===== config.mk =====
export PLATFORM = sky130hd
export DESIGN_NAME = mul8x8_seq
export DESIGN_NICKNAME = d
export VERILOG_FILES = /design/src/rtl/mul8x8_seq.sv
export SDC_FILE = /design/constraint.sdc
export NUM_CORES = 1
export LEC_CHECK = 0
export ABC_AREA = 1
export BUFFER_PORTS_ARGS = -buffer_cell sky130_fd_sc_hd__clkbuf_2
export CORE_MARGIN = 2
export CORE_UTILIZATION = 40
export CTS_CLUSTER_SIZE = 10
export DETAILED_ROUTE_END_ITERATION = 7
export PLACE_DENSITY = 0.59
export SLEW_MARGIN = 20
export SYNTH_ARGS = -nofsm -noshare
export SYNTH_HDL_FRONTEND = slang
export SYNTH_HIERARCHICAL = 1
export SYNTH_SLANG_ARGS = --single-unit

===== constraint.sdc =====
create_clock -name clk -period 5.1 [get_ports clk]
set_clock_uncertainty 0.05 [all_clocks]
set_input_delay 1.53 -clock clk [delete_from_list [all_inputs] [get_ports clk]]
set_output_delay 1.53 -clock clk [all_outputs]
set_load 0.05 [all_outputs]

===== src/rtl/mul8x8_seq.sv =====
// rtl/mul8x8_seq.sv - sequential 8x8 unsigned multiplier time-sharing one 4x4 multiplier
// Four nibble partial products are accumulated into a 16-bit result over 4 (or 5) cycles.

module mul4x4 (
  input  logic [3:0] a_i,
  input  logic [3:0] b_i,
  output logic [7:0] p_o
);
  assign p_o = {4'b0, a_i} * {4'b0, b_i};
endmodule

module mul8x8_seq #(
  parameter int PP_REG = 0
) (
  input  logic        clk,
  input  logic        rst,
  input  logic        in_valid,
  output logic        in_ready,
  input  logic [7:0]  in_a,
  input  logic [7:0]  in_b,
  output logic        out_valid,
  input  logic        out_ready,
  output logic [15:0] out_p,
  output logic        busy
);

  typedef enum logic [1:0] {IDLE, BUSY, DONE} state_t;

  localparam logic [2:0] LAST_STEP = (PP_REG != 0) ? 3'd4 : 3'd3;

  state_t      state_q, state_d;
  logic [7:0]  a_q, a_d;
  logic [7:0]  b_q, b_d;
  logic [15:0] acc_q, acc_d;
  logic [2:0]  step_q, step_d;
  logic [7:0]  pp_q;

  logic [3:0]  mul_a, mul_b;
  logic [7:0]  pp;
  logic [7:0]  pp_acc;
  logic [2:0]  sh_step;
  logic        acc_en;
  logic [15:0] addend;

  // step bit 0 picks the high nibble of a, bit 1 the high nibble of b
  assign mul_a = step_q[0] ? a_q[7:4] : a_q[3:0];
  assign mul_b = step_q[1] ? b_q[7:4] : b_q[3:0];

  mul4x4 u_mul4x4 (
    .a_i (mul_a),
    .b_i (mul_b),
    .p_o (pp)
  );

  // With the product register, accumulation lags the multiplier by one step
  assign pp_acc  = (PP_REG != 0) ? pp_q : pp;
  assign sh_step = (PP_REG != 0) ? step_q - 3'd1 : step_q;
  assign acc_en  = (PP_REG != 0) ? (step_q != 3'd0) : 1'b1;

  always_comb begin
    addend = '0;
    case (sh_step)
      3'd0:       addend = {8'h00, pp_acc};
      3'd1, 3'd2: addend = {4'h0, pp_acc, 4'h0};
      default:    addend = {pp_acc, 8'h00};
    endcase
  end

  always_comb begin
    state_d = state_q;
    a_d     = a_q;
    b_d     = b_q;
    acc_d   = acc_q;
    step_d  = step_q;
    case (state_q)
      IDLE: begin
        if (in_valid) begin
          a_d     = in_a;
          b_d     = in_b;
          acc_d   = '0;
          step_d  = '0;
          state_d = BUSY;
        end
      end
      BUSY: begin
        if (acc_en) acc_d = acc_q + addend;
        step_d = step_q + 3'd1;
        if (step_q == LAST_STEP) state_d = DONE;
      end
      DONE: begin
        if (out_ready) state_d = IDLE;
      end
      default: state_d = IDLE;
    endcase
  end

  always_ff @(posedge clk or posedge rst) begin
    if (rst) begin
      state_q <= IDLE;
      a_q     <= '0;
      b_q     <= '0;
      acc_q   <= '0;
      step_q  <= '0;
      pp_q    <= '0;
    end else begin
      state_q <= state_d;
      a_q     <= a_d;
      b_q     <= b_d;
      acc_q   <= acc_d;
      step_q  <= step_d;
      pp_q    <= pp;
    end
  end

  assign in_ready  = (state_q == IDLE);
  assign out_valid = (state_q == DONE);
  assign busy      = (state_q != IDLE);
  assign out_p     = acc_q;

endmodule


* Yosys cells after proc, flatten, opt, wreduce, memory -nomap -nowiden *
Index checks and enable logic that the tools add are counted.

storage, ports and cells
  register bits = 37
  input bits = 20
  output and inout port bits = 19

cells by class
  $add $sub $neg = 2
  $mul = 1
  eq/ne operators = 8
  muxes and demuxes = 11
  reductions and logical operators = 8

operators with widths
  operator             count
  $pmux 16 s2          2
  $add 16x16->16       1
  $mux 16              1
  $mul 4x4->8          1
  $mux 4               2
  $eq 3x2->1 const B   2
  $mux 2               3
  $pmux 2 s3           1
  $pmux 3 s2           1
  $ne 2x2->1 const B   2
  $reduce_and 2->1     2
  $reduce_bool 2->1    2
  $add 3x1->3 const B  1
  $eq 3x1->1 const B   1
  $logic_not 3->1      1
  $mux 3               1
  $reduce_and 3->1     1
  $eq 2x1->1 const B   1
  $eq 2x2->1 const B   1
  $logic_not 2->1      1
  $ne 2x1->1 const B   1
  $reduce_or 2->1      1

* Logic depth before layout (Yosys ltp) *
  word-level depth = 5
  depth in mapped cells = 27

* Hierarchy *
The synthesis kept the hierarchy.

by module, submodules not included
  module      times used  cells an instance  area an instance (µm²)
  mul8x8_seq  1           378                2630.0
  mul4x4      1           70                 462.9

* Worst setup path before layout *
Ideal clock, no wire load.

  path kind = reg-to-reg
  start = register step_q[0] (netlist: sh_step[0])
  end = register acc_q[11] (netlist: out_p[11])
  library setup time = 118 ps
  arrival time = 3894 ps
  slack = 1039 ps
  stages on the path, launching flop included = 22
  buffers on the path = 1
  period minus slack after synthesis = 4061 ps
  cells stage by stage = dfrtp_1 clkbuf_1 o21ai_0 nand2_1 fa_1 inv_1 fa_1 fa_1 nand3_1 nand2_1 xor2_1 inv_1 o22ai_1 ha_1 nand2_1 inv_1 a21oi_1 nand2_1 nand2_1 nand3b_1 nand3_1 nand2_1

on the way
  longest elaborated chain between the ends = 5
  elaborated cells between the ends (all ways) = 9

RTL lines
  element                 line  text
  from (decl)             35    logic [2:0] step_q, step_d;
  from (signal assigned)  110   step_q <= step_d;
  $mux 4                  46    assign mul_a = step_q[0] ? a_q[7:4] : a_q[3:0];
  net mul_a[1]            38    logic [3:0] mul_a, mul_b;
  $mul 4x4->8             9     assign p_o = {4'b0, a_i} * {4'b0, b_i};
  net pp[6]               39    logic [7:0] pp;
  $pmux 16 s2             62    case (sh_step)
  $add 16x16->16          86    if (acc_en) acc_d = acc_q + addend;
  $pmux 16 s2             75    case (state_q)
  to (signal assigned)    102   acc_q <= '0;
  to (signal assigned)    109   acc_q <= acc_d;
  to (decl)               34    logic [15:0] acc_q, acc_d;

The timed path passes the listed nets, and every way through them passes these cells.
A chain may end at the register's enable or synchronous reset.

* Worst setup path in the final report *
Same ends and word-level chain as after synthesis.

==> results.cfg <==
[status]
status = completed

[clocking]
clkTransAtPathRegs_ns = 0.08
numCtsBuffers = 5
cts-root-buf = clkbuf_8
cts.htree.levels = 2
postCtsSetupBuffers = 0
clk_latency_ns = 0.29
cts.sinks = 37
tritoncts = yes
cts_max_path_buffers = 2
postCtsHoldBufs = 0
post_cts_resized = 0

[critical_path]
worst_setup_path_start_kind = flip-flop
cpMaxStageDelayCell = fa_1
rrSetupSlack_ns = 0.57
crit_arrival_ns = 4.67
crit_fanout = 12
slowest_delay_ns = 0.55
cpLargestDelayFamily = adder cells
crit_buf_inv = 2
critPathMostFrequentCell = nand2_1
crit_required_ns = 5.24
critical_path_class = reg -> reg
end_kind = flip-flop
cp_cell_sequence = o21ai_0, nand2_1, fa_1, inv_1, fa_1, fa_1, nand3_1, nand2_1, xor2_1, inv_1, o22ai_1, ha_1, nand2_1, nor2_1, nand3_1, nand2_1, nand2_1, nand2_1, nand2_1, nand3_1, nand2_1

[floorplanning]
core-area_sq_mm = 0.007607
pin_count = 39
row_count = 32
die_area_sq_mm = 0.008452
die_h_um = 91.94
initial_core_util = 0.4066
die_x_um = 91.94

[sta]
rsz0062_at_grt = no
timing.hold.ws_ns = 0.4338
fin_crit_sh = 0.8885
slew_headroom = 0.4867
slew_violations = 0
setup_viol = 0
hold_violations = 0
tightest_slew_ns = 0.7647
setup_tns_ns = 0
fmax_mhz = 220.7
fin_crit_ns = 4.531

[layout]
fill_cells = 800
finish.instance_area_sq_mm = 0.003482
area_growth_pct = 12.58
antenna_cells = 0
fin_util = 0.4577
final_common_cell = nand2_1
drive_gt1_frac = 0.1232
final_net_count = 543
layout_common_cells = nand2_1, inv_1, clkbuf_2

[placement]
dp_hpwl_um = 5485
place_area_sq_mm = 0.003348
port-buffer-count = 38
place.gp.congestion = 0.8395

[routing]
routed_wl_um = 6930
post_drt_wl_per_cell_um = 11.77
drc = 0
drt_iter0_markers = 83
ant_nets = 0
first_pass_iters = 4
dr_total_vias = 2757
avgViaCountPerCell = 4.681

[logic_synthesis]
synth_fa_ha_area_frac = 0.1618
ys_async_sr_fraction = 1.000
synthXorXnorAreaFrac = 0.01133
syn-cell-area_sq_mm = 0.003093
synth_edf_count = 0
synthDistinctLibCells = 34
syn_area_per_cell_sq_um = 6.904
synth-compound-area-share = 0.07403
ys.flop_type = dfrtp_1
syn-num-nets = 505
ys_warn_count = 6
synth_cells = 448
synth_simple_gate_area_frac = 0.3463
synth_seq_cells = 37
yosysSeqAreaShare = 0.2994
synthMuxAreaShare = 0
synth_top_family_by_area = simple AND/OR/NAND/NOR gates

[global_routing]
grt_pass1_wl_um = 12490
use_met1 = 0.2273
grt_pass1_vias = 2735
grt_max_degree = 38
grt_usage = 0.1801
use_met2 = 0.3174
met3_usage = 0.03205
grt_overflow_total = 0
grt_busiest_layer = met2
antenna_found_initial = 0

[flow_run]
cap_violations = 0

[worst_hold_path]
hold_path.class = reg -> reg
==> registers in the layout (all words and copies together), names as in the netlist <==
register	count
a_q	8
state_q	2
sh_step	3
b_q	8
out_p	16
==> cell families after synthesis <==
| kind of cell | after synthesis |
|---|---|
| flops | 37 |
| simple gates | 251 |
| buf+inv | 77 |
| fa+ha+maj | 37 |
| compound gates | 42 |
| xor+xnor | 4 |
==> worst min-delay path: stages, from the launching register on <==
cell	delay (ns)
dfrtp_1	0.35
nand2_1	0.05
nand2_1	0.05
==> metrics by stage <==
step	std cells	worst slack (ns)
floorplan	448	1.039
global placement	581	0.6315
detailed placement	581	0.5448
CTS	589	0.5247
global route	589	0.08394
finish	589	0.5686
==> per-layer routing <==
layer	vias up	share of wire
met5	-	0
met4	0	0.012
met3	8	0.037
met2	39	0.47
met1	1236	0.48
li1	1474	-
==> area by class of cell <==
class	instances	area [sq um]	share of cell area
sequential	37	925.9	0.2659
inverter	69	261.5	0.07510
timing repair buffer	39	197.7	0.05677
multi-input combinational	334	1836	0.5271
clock inverter	3	65.06	0.01868
tap	102	127.6	0.03665
clock buffer	5	68.82	0.01976
==> cells in the mapped netlist (3+ instances only) <==
master	number	area, sq um
nand4_1	3	18.77
o21ai_0	15	75.07
o22ai_1	9	56.30
dfrtp_1	37	925.9
nand3b_1	5	37.54
ha_1	32	400.4
fa_1	5	100.1
o21ai_1	4	20.02
inv_1	66	247.7
nor2_1	20	75.07
buf_6	3	33.78
a21oi_1	12	60.06
nand3_1	19	95.09
xor2_1	3	26.28
nand2_1	187	701.9
==> worst paths after layout <==
check	start	endpoint	cells after the start
worst min register to register	a_q[6]	a_q[6]	2
worst max-delay path	sh_step[0]	out_p[11]	21
worst min-delay path	a_q[6]	a_q[6]	2
min in group asynchronous	rst	out_p[5]	3
max in group asynchronous	rst	a_q[2]	3
worst max register to register	sh_step[0]	out_p[11]	21
Power is left out: the tool's default activity adds up to more than one toggle a clock period on the data nets, which glitch-free logic cannot reach.
